==> config.mk <==
export PLATFORM = sky130hd
export DESIGN_NAME = control_loop_sequencer_flat
export DESIGN_NICKNAME = d
export VERILOG_FILES = /design/src/rtl/control_loop_sequencer_pkg.sv /design/src/rtl/control_loop_sequencer_if.sv /design/src/rtl/control_loop_sequencer_clk_enable.sv /design/src/rtl/control_loop_sequencer.sv /design/src/flat_wrapper.sv
export SDC_FILE = /design/constraint.sdc
export NUM_CORES = 1
export LEC_CHECK = 0
export BUFFER_PORTS_ARGS = -buffer_cell sky130_fd_sc_hd__buf_4
export CORE_ASPECT_RATIO = 1.25
export CORE_MARGIN = 3
export CORE_UTILIZATION = 29
export CTS_CLUSTER_SIZE = 25
export DETAILED_ROUTE_END_ITERATION = 8
export GPL_TIMING_DRIVEN = 0
export PLACE_DENSITY = 0.43
export SYNTH_ARGS = -nofsm -noshare
export SYNTH_HDL_FRONTEND = slang
export SYNTH_SLANG_ARGS = --single-unit
==> constraint.sdc <==
create_clock -name clk_in -period 6.1 [get_ports clk_in]
set_clock_uncertainty 0.1 [all_clocks]
set_input_delay 0 -clock clk_in [delete_from_list [all_inputs] [get_ports clk_in]]
set_output_delay 0 -clock clk_in [all_outputs]
set_load 0.02 [all_outputs]
==> src/rtl/control_loop_sequencer_pkg.sv <==
// Shared types and constants for the control-loop sequencer.
//   loop_state_e : sequencer FSM states
//   OvrCntW      : width of the saturating dropped-tick counter
package control_loop_sequencer_pkg;

  typedef enum logic [1:0] {
    StIdle      = 2'd0,
    StSenseWait = 2'd1,
    StPidWait   = 2'd2
  } loop_state_e;

  localparam int unsigned OvrCntW = 8;

endpackage

==> src/rtl/control_loop_sequencer_if.sv <==
// Handshake bundle between the sequencer and the sensor / PID / PWM datapath.
//   master : sequencer side (drives start pulses, measurement, PWM update)
//   slave  : datapath side (drives done strobes and the sensor sample)
interface control_loop_sequencer_if #(
  parameter int unsigned DW = 12
) ();

  logic          sense_start_out;
  logic          sense_done_in;
  logic [DW-1:0] sense_data_in;
  logic          pid_start_out;
  logic [DW-1:0] pid_meas_out;
  logic          pid_done_in;
  logic          pwm_update_out;

  modport master (
    output sense_start_out,
    output pid_start_out,
    output pid_meas_out,
    output pwm_update_out,
    input  sense_done_in,
    input  sense_data_in,
    input  pid_done_in
  );

  modport slave (
    input  sense_start_out,
    input  pid_start_out,
    input  pid_meas_out,
    input  pwm_update_out,
    output sense_done_in,
    output sense_data_in,
    output pid_done_in
  );

endinterface

==> src/rtl/control_loop_sequencer_clk_enable.sv <==
// Free-running rate divider: counts 0..DIVISOR and raises tick_o for one cycle
// while the count sits at DIVISOR, giving a period of DIVISOR+1 cycles.
//   clk_in   : system clock
//   reset_in : asynchronous active-high reset
//   tick_o   : one-cycle rate tick
module control_loop_sequencer_clk_enable #(
  parameter int unsigned DIVISOR = 1
) (
  input  logic clk_in,
  input  logic reset_in,
  output logic tick_o
);

  localparam int unsigned CntW = (DIVISOR < 1) ? 1 : $clog2(DIVISOR + 1);

  logic [CntW-1:0] cnt_q, cnt_d;

  always_comb begin
    cnt_d  = cnt_q + CntW'(1);
    tick_o = 1'b0;
    if (cnt_q == CntW'(DIVISOR)) begin
      cnt_d  = '0;
      tick_o = 1'b1;
    end
  end

  always_ff @(posedge clk_in or posedge reset_in) begin
    if (reset_in) begin
      cnt_q <= '0;
    end else begin
      cnt_q <= cnt_d;
    end
  end

endmodule

==> src/rtl/control_loop_sequencer.sv <==
// Sequences one wall-follower control-loop iteration per rate tick:
// sensor start -> capture sample -> PID start -> PWM update. Flags waits that
// exceed TIMEOUT cycles and counts ticks dropped while an iteration is running.
//   clk_in / reset_in : clock, asynchronous active-high reset
//   enable_in         : gates the start of new iterations
//   loop_if           : sensor / PID / PWM handshake (master side)
//   busy_out          : iteration in progress
//   timeout_out       : one-cycle pulse on a hung wait
//   sense_fault_out   : sticky sensor timeout flag, cleared by a good sample
//   overrun_cnt_out   : saturating count of dropped ticks
module control_loop_sequencer
  import control_loop_sequencer_pkg::*;
#(
  parameter int unsigned LOOP_DIV = 999_999,
  parameter int unsigned TIMEOUT  = 500_000,
  parameter int unsigned DW       = 12
) (
  input  logic                      clk_in,
  input  logic                      reset_in,
  input  logic                      enable_in,
  control_loop_sequencer_if.master  loop_if,
  output logic                      busy_out,
  output logic                      timeout_out,
  output logic                      sense_fault_out,
  output logic [OvrCntW-1:0]        overrun_cnt_out
);

  localparam int unsigned TimerW = $clog2(TIMEOUT + 1);

  logic tick;

  loop_state_e         state_q, state_d;
  logic [TimerW-1:0]   timer_q, timer_d;
  logic [DW-1:0]       meas_q, meas_d;
  logic [OvrCntW-1:0]  ovr_q, ovr_d;
  logic                sense_start_q, sense_start_d;
  logic                pid_start_q, pid_start_d;
  logic                pwm_update_q, pwm_update_d;
  logic                timeout_q, timeout_d;
  logic                fault_q, fault_d;

  control_loop_sequencer_clk_enable #(
    .DIVISOR (LOOP_DIV)
  ) u_clk_enable (
    .clk_in   (clk_in),
    .reset_in (reset_in),
    .tick_o   (tick)
  );

  always_comb begin
    state_d       = state_q;
    timer_d       = timer_q;
    meas_d        = meas_q;
    ovr_d         = ovr_q;
    sense_start_d = 1'b0;
    pid_start_d   = 1'b0;
    pwm_update_d  = 1'b0;
    timeout_d     = 1'b0;
    fault_d       = fault_q;

    unique case (state_q)
      StIdle: begin
        if (tick && enable_in) begin
          sense_start_d = 1'b1;
          timer_d       = '0;
          state_d       = StSenseWait;
        end
      end
      StSenseWait: begin
        // A done in the same cycle the timer expires takes priority.
        if (loop_if.sense_done_in) begin
          meas_d      = loop_if.sense_data_in;
          fault_d     = 1'b0;
          pid_start_d = 1'b1;
          timer_d     = '0;
          state_d     = StPidWait;
        end else if (timer_q == TimerW'(TIMEOUT)) begin
          timeout_d = 1'b1;
          fault_d   = 1'b1;
          state_d   = StIdle;
        end else begin
          timer_d = timer_q + TimerW'(1);
        end
      end
      StPidWait: begin
        if (loop_if.pid_done_in) begin
          pwm_update_d = 1'b1;
          state_d      = StIdle;
        end else if (timer_q == TimerW'(TIMEOUT)) begin
          timeout_d = 1'b1;
          state_d   = StIdle;
        end else begin
          timer_d = timer_q + TimerW'(1);
        end
      end
      default: state_d = StIdle;
    endcase

    // Ticks landing mid-iteration are dropped and counted, regardless of enable.
    if (tick && (state_q != StIdle) && (ovr_q != '1)) begin
      ovr_d = ovr_q + OvrCntW'(1);
    end
  end

  always_ff @(posedge clk_in or posedge reset_in) begin
    if (reset_in) begin
      state_q       <= StIdle;
      timer_q       <= '0;
      meas_q        <= '0;
      ovr_q         <= '0;
      sense_start_q <= 1'b0;
      pid_start_q   <= 1'b0;
      pwm_update_q  <= 1'b0;
      timeout_q     <= 1'b0;
      fault_q       <= 1'b0;
    end else begin
      state_q       <= state_d;
      timer_q       <= timer_d;
      meas_q        <= meas_d;
      ovr_q         <= ovr_d;
      sense_start_q <= sense_start_d;
      pid_start_q   <= pid_start_d;
      pwm_update_q  <= pwm_update_d;
      timeout_q     <= timeout_d;
      fault_q       <= fault_d;
    end
  end

  assign loop_if.sense_start_out = sense_start_q;
  assign loop_if.pid_start_out   = pid_start_q;
  assign loop_if.pid_meas_out    = meas_q;
  assign loop_if.pwm_update_out  = pwm_update_q;
  assign busy_out                = (state_q != StIdle);
  assign timeout_out             = timeout_q;
  assign sense_fault_out         = fault_q;
  assign overrun_cnt_out         = ovr_q;

endmodule
==> src/flat_wrapper.sv <==
// flat-port wrapper written by rule: the top's interface ports become plain ports
module control_loop_sequencer_flat import control_loop_sequencer_pkg::*;
#(
  parameter int unsigned LOOP_DIV = 999_999,
  parameter int unsigned TIMEOUT  = 500_000,
  parameter int unsigned DW       = 12
)
  (clk_in, reset_in, enable_in, busy_out, timeout_out, sense_fault_out, overrun_cnt_out, loop_if_sense_start_out, loop_if_pid_start_out, loop_if_pid_meas_out, loop_if_pwm_update_out, loop_if_sense_done_in, loop_if_sense_data_in, loop_if_pid_done_in);
  control_loop_sequencer_if #(.DW(DW)) loop_if_i ();
  input  logic clk_in;
  input  logic reset_in;
  input  logic enable_in;
  output logic busy_out;
  output logic timeout_out;
  output logic sense_fault_out;
  output logic [OvrCntW-1:0] overrun_cnt_out;
  output wire logic [$bits(loop_if_i.sense_start_out)-1:0] loop_if_sense_start_out;
  output wire logic [$bits(loop_if_i.pid_start_out)-1:0] loop_if_pid_start_out;
  output wire logic [$bits(loop_if_i.pid_meas_out)-1:0] loop_if_pid_meas_out;
  output wire logic [$bits(loop_if_i.pwm_update_out)-1:0] loop_if_pwm_update_out;
  input wire logic [$bits(loop_if_i.sense_done_in)-1:0] loop_if_sense_done_in;
  input wire logic [$bits(loop_if_i.sense_data_in)-1:0] loop_if_sense_data_in;
  input wire logic [$bits(loop_if_i.pid_done_in)-1:0] loop_if_pid_done_in;
  assign loop_if_sense_start_out = loop_if_i.sense_start_out;
  assign loop_if_pid_start_out = loop_if_i.pid_start_out;
  assign loop_if_pid_meas_out = loop_if_i.pid_meas_out;
  assign loop_if_pwm_update_out = loop_if_i.pwm_update_out;
  assign loop_if_i.sense_done_in = loop_if_sense_done_in;
  assign loop_if_i.sense_data_in = loop_if_sense_data_in;
  assign loop_if_i.pid_done_in = loop_if_pid_done_in;
  control_loop_sequencer #(.LOOP_DIV(LOOP_DIV), .TIMEOUT(TIMEOUT), .DW(DW)) u_core (.clk_in(clk_in), .reset_in(reset_in), .enable_in(enable_in), .loop_if(loop_if_i), .busy_out(busy_out), .timeout_out(timeout_out), .sense_fault_out(sense_fault_out), .overrun_cnt_out(overrun_cnt_out));
endmodule
; After elaboration in Yosys (flattened, before gate mapping)
; Cells that the tools add are included.
[classes]
div = 0
shift = 0
bitwise = 0
addsub = 3
eq_ne = 7
n_lt_le_gt_ge = 0
mux = 24
multipliers = 0
n_reduce_logical = 10
[ops]
columns = cell, n
row1 = 19-bit 2-to-1 mux, 4
row2 = 19-bit one-hot mux with 3 select lines, 1
row3 = 20-bit by 1-bit adder with 20-bit output (second input constant), 1
row4 = 20-bit == test (second input constant), 1
row5 = 20-bit 2-to-1 mux, 1
row6 = 19-bit by 1-bit adder with 19-bit output (second input constant), 1
row7 = 19-bit == test (second input constant), 1
row8 = 1-bit 2-to-1 mux, 12
row9 = 8-bit by 1-bit adder with 8-bit output (second input constant), 1
row10 = 2-bit 2-to-1 mux, 4
row11 = 8-bit inequality test (second input constant), 1
row12 = 2-bit one-hot mux with 3 select lines, 1
row13 = 2-bit AND reduction, 2
row14 = 2-bit nonzero test, 2
row15 = 1-bit logical AND, 3
row16 = 3-bit AND reduction, 1
row17 = 3-bit nonzero test, 1
row18 = 2-bit by 1-bit == test with 1-bit output (second input constant), 1
row19 = 2-bit == test (second input constant), 1
row20 = 2-bit zero test, 1
row21 = 2-bit by 1-bit inequality test with 1-bit output (second input constant), 1
row22 = 2-bit inequality test (second input constant), 1
row23 = 1-bit one-hot mux with 2 select lines, 1
[totals]
latchBits = 0
mem_count = 0
reg_bits = 66
romBits = 0
output_inout_bits = 26
wordCells = 54
in_bits = 17
mem_bits_rw = 0

; Longest topological paths before layout
[depth]
depth_word = 5
ltp_mapped = 8

; Modules after synthesis
; A second synthesis with hierarchy kept.
[unflattened]
hier_cells = 313
area_unflattened_um2 = 3271.9
[by_module_without_submodules]
columns = mod, area_each_um2, n_inst, seq_area_each_um2, cells_each
row1 = control_loop_sequencer, 2299.7, 1, 1151.1, 217
row2 = control_loop_sequencer_clk_enable, 972.2, 1, 500.5, 96

; Least setup slack after synthesis
; No wires, ideal clock.
[synth_timing]
path_kind = register -> register
start = register u_core.u_clk_enable.cnt_q[0]
end = register u_core.timer_q[0]
t_required_ns = 5.875
arrival_time_ns = 1.826
path_stages_with_launch = 9
path_slack_ns = 4.049
path_cell_list = dfrtp_1 > ha_1 > and3_1 > buf_2 > and3_2 > a31oi_4 > buf_2 > nor3_1 > mux2_2
[synth_via]
elab_chain_len = 5
[synth_lines]
columns = element, line_no
row1 = "start, declared", control_loop_sequencer_clk_enable.sv:16  ; logic [CntW-1:0] cnt_q, cnt_d;
row2 = "start signal, assigned", control_loop_sequencer_clk_enable.sv:31  ; cnt_q <= cnt_d;
row3 = 20-bit == test, control_loop_sequencer_clk_enable.sv:21  ; if (cnt_q == CntW'(DIVISOR)) begin
row4 = 1-bit 2-to-1 mux, control_loop_sequencer_clk_enable.sv:21
row5 = 1-bit logical AND, control_loop_sequencer.sv:63  ; if (tick && enable_in) begin
row6 = 2-bit by 1-bit inequality test with 1-bit output (no line), -
row7 = 3-bit AND reduction (no line), -
row8 = "end signal, assigned", control_loop_sequencer.sv:118  ; timer_q <= timer_d;
row9 = "end, declared", control_loop_sequencer.sv:33  ; logic [TimerW-1:0] timer_q, timer_d;
; No other way between the ends.
; A chain may end at the register's enable or synchronous reset.

; Worst setup path after layout
[layout_timing]
start = register u_core.state_q[0]
end = register u_core.timer_q[8]
[layout_via]
elab_chain_len = 3
elab_cells_between_ends = 8
classes_between = eq/ne (4) / mux (1) / reduce/logical (3)
[layout_lines]
columns = element, line_no
row1 = "start, declared", control_loop_sequencer.sv:32  ; loop_state_e state_q, state_d;
row2 = "start signal, assigned", control_loop_sequencer.sv:107  ; state_q <= StIdle;
row3 = "start signal, assigned", control_loop_sequencer.sv:117  ; state_q <= state_d;
row4 = "2-bit == test, or another cell as far along", control_loop_sequencer.sv:61  ; unique case (state_q)
row5 = "2-bit inequality test (no line), or another cell as far along", -
row6 = 3-bit AND reduction (no line), -
; Several ways; a longest one is shown, not always the timed one.

==> impl_results.md <==
* Status: finished, final reports clean
* Largest net degree at the start of global routing at 43
* Min-Delay Path Class: input port to asynchronous set/reset pin
* Htree depth at 3
* Most used DFF post-synth: dfrtp_1
* Area delta synth->final at 30.5%
* # Max-Cap Violations at 0
* Hold Violations, Final at 0
* Crit path launch type: register
* Synth top area share at between 40% and 50%
* CTS tree: built
* CP Cell Sequence: ha_1 -> nor2b_1 -> o21ai_1 -> clkbuf_1 -> nor2_1 -> o21ai_0 -> o41ai_1
* Sequential area share after synthesis at roughly 50%
* Storage cell area at between 0.0015 and 0.002 mm2
* Slew @ Worst Pin at 0.691 ns
* Synth top area cells: dfrtp_1, mux2_2, nand3_1, o21ai_0, nand2_1
* Initial antenna violation count at 0
* Aggregate routed wire length at ~8 mm
* Die width at around 100 um
* Root buffer cell: clkbuf_16
* Layout fillers at around 1000
* Routed length per instance at between 15 and 20 um
* Slew HR at 53.5%
* Final setup TNS at 0 ns
* Post-CTS setup buffers at 0
* #FFs+latches synth at 66
* Post-synth ARST share at 100%
* TritonRoute pass-1 iters at 4
* Final Critical Period at 2.45 ns
* Commonest cells after routing, fill and taps aside: dfrtp_1, buf_4, nand2_1
* Crit Path Max Fanout at 10
* Placed insts at approximately 490
* I/O pin total at 43
* Gr usage total at between 10% and 20%
* Synth Net Count at roughly 340
* CP startpoint: u_core.state_q[0]
* Critical path class: register to register
* DRC Markers at 0
* Cts bufs inserted at 9
* Setup violations, final at 0
* Nets at 412
* Post-route insts no fill at 524
* Synth Warn # at 0
* Hold_buf cts at 16
* Most common cell after layout, fill and taps aside: dfrtp_1
* Core area at approximately 0.011 mm2
* # rows at 42
* Pwr Density at ~250 mW/mm2
* Via count at around 2600
* Starting Density at a little over 30%
* Post-DP HPWL at ~5.6 mm
* Resized Gates After CTS at 0
* Final Max Slew Viols at 0
* Vias in the first global route at roughly 2700
* Die Area at 0.0127 mm2
* Via/cell ratio at around 5
* Max incr delay on CP at just under 0.5 ns
* Cells after synthesis at about 320
* N_diodes at 0
* First-pass GRT wire length at 13.7 mm
* # port buffers at between 40 and 50
* Post-synth EDFFs at 0
* ANT nets after route at 0
* Syn_area_per_cell at ~10 um2
* Clock latency on the worst-skew pair at 0.33 ns
* Hold slack at 0.102 ns
* Critical Path AT at roughly 2.6 ns
* Max Freq at 408 MHz
* CTS Sinks at 66
* Post-Syn Area at ~0.0033 mm2
* DIE HEIGHT at ~130 um
* CTS max path bufs at 2
* Reg-to-Reg Start: u_core.state_q[0]
* Crit path max-delay cell type: clkbuf_1
* Total gr overflow at 0
* DR iter-0 viols at 79
* Placer Congestion at around 0.77
* Critical Path RT at 6.21 ns
* Ratio of cells with drive above 1 in the final layout at a little under a quarter
* Worst-path clk slew at 0.06 ns
* Max IR drop VDD at about 0.11 mV
* Leak Pwr at 1.97 nW
* Yosys cell types at 50
* Crit path capture type: register
* Post-synth top area cell: dfrtp_1
* Multi-input gate area at ~0.0016 mm2
* Final period util at about two fifths
* RSZ-0062 raised after global routing: no
==> sequential cells by signal (all words and copies together) (netlist names) <==
register,flops
u_core.loop_if.sense_start_out,1
u_core.overrun_cnt_out,8
u_core.timeout_out,1
u_core.loop_if.pid_start_out,1
u_core.loop_if.pwm_update_out,1
u_core.state_q,2
u_core.timer_q,19
u_core.loop_if.pid_meas_out,12
u_core.u_clk_enable.cnt_q,20
u_core.sense_fault_out,1
==> Yosys cell counts (all sizes together) (7+ instances only) <==
| cell | number |
|---|---|
| a21oi | 8 |
| dfrtp | 66 |
| ha | 8 |
| inv | 12 |
| mux2 | 14 |
| nand2 | 29 |
| nand3 | 25 |
| nand4 | 9 |
| nor2 | 24 |
| nor3 | 7 |
| o21ai | 23 |
| o31ai | 10 |
| xnor2 | 10 |
| xor2 | 9 |
==> worst max-delay path: cells and delay by family, from the launching register on <==
kind	cells	cell delay, ns
and+or+nand+nor	2	0.27
AOI/OAI and AO/OA	3	0.78
DFF	1	0.42
adders and majority gates	1	0.26
buffers and inverters	1	0.49
==> worst paths after layout <==
kind,slack [ns],cells past startpoint,end
setup / recovery,3.65,7,u_core.timer_q[8]
min in group clk_in,0.34,3,u_core.loop_if.pid_meas_out[11]
setup reg to reg,3.65,7,u_core.timer_q[8]
hold / removal,0.10,3,u_core.loop_if.pid_meas_out[7]
max in group asynchronous,5.27,4,u_core.u_clk_enable.cnt_q[4]
hold reg to reg,0.37,1,u_core.u_clk_enable.cnt_q[19]
==> where the power goes <==
group	leakage (nW)	switching (W)	internal, W
Sequential	0.900	0.00000432	0.000442
Clock	0.165	0.000193	0.000390
Combinational	0.910	0.0000269	0.0000259
Total	1.97	0.000224	0.000858
==> layer usage <==
| metal | GRT usage (%) | vias up | part of all wire [%] |
|---|---|---|---|
| li1 | - | 1296 | - |
| met1 | 17.5 | 1270 | 45 |
| met2 | 22.2 | 45 | 50 |
| met3 | 2.95 | 9 | 3.1 |
| met4 | 6.03 | 0 | 1.3 |
| met5 | 0 | - | 0 |
==> layout make-up <==
type	count	share of cell area [%]
inverter	12	1.10
clock inverter	4	1.68
sequential	66	38.3
buffer	8	0.812
clock buffer	12	6.18
multi-input combinational	231	36.5
timing repair buffer	59	11.7
tap	132	3.83
==> stage by stage <==
step / power [W] / cell area [um2] / util [%] / worst slack (ns)
floorplan: 0.000479 / 3310 / - / 4.05
global placement: 0.000497 / 3790 / 34.8 / 3.23
detailed placement: 0.000500 / 3820 / 35.1 / 3.66
CTS: 0.00110 / 4320 / 39.7 / 3.64
global route: 0.00113 / 4320 / 39.7 / 3.48
finish: 0.00108 / 4320 / 39.7 / 3.65
==> cells by family (layout without fill, tap and decap cells) <==
| family | Yosys count | after routing | share of synthesized area [%] |
|---|---|---|---|
| buf+inv | 20 | 95 | 2.42 |
| flops | 66 | 66 | 50.0 |
| xor+xnor | 19 | 19 | 5.03 |
| compound gates | 58 | 58 | 11.5 |
| fa+ha+maj | 8 | 8 | 3.03 |
| mux | 17 | 17 | 5.68 |
| simple gates | 129 | 129 | 22.3 |
Note: power is estimated with default switching activity, not from simulation.
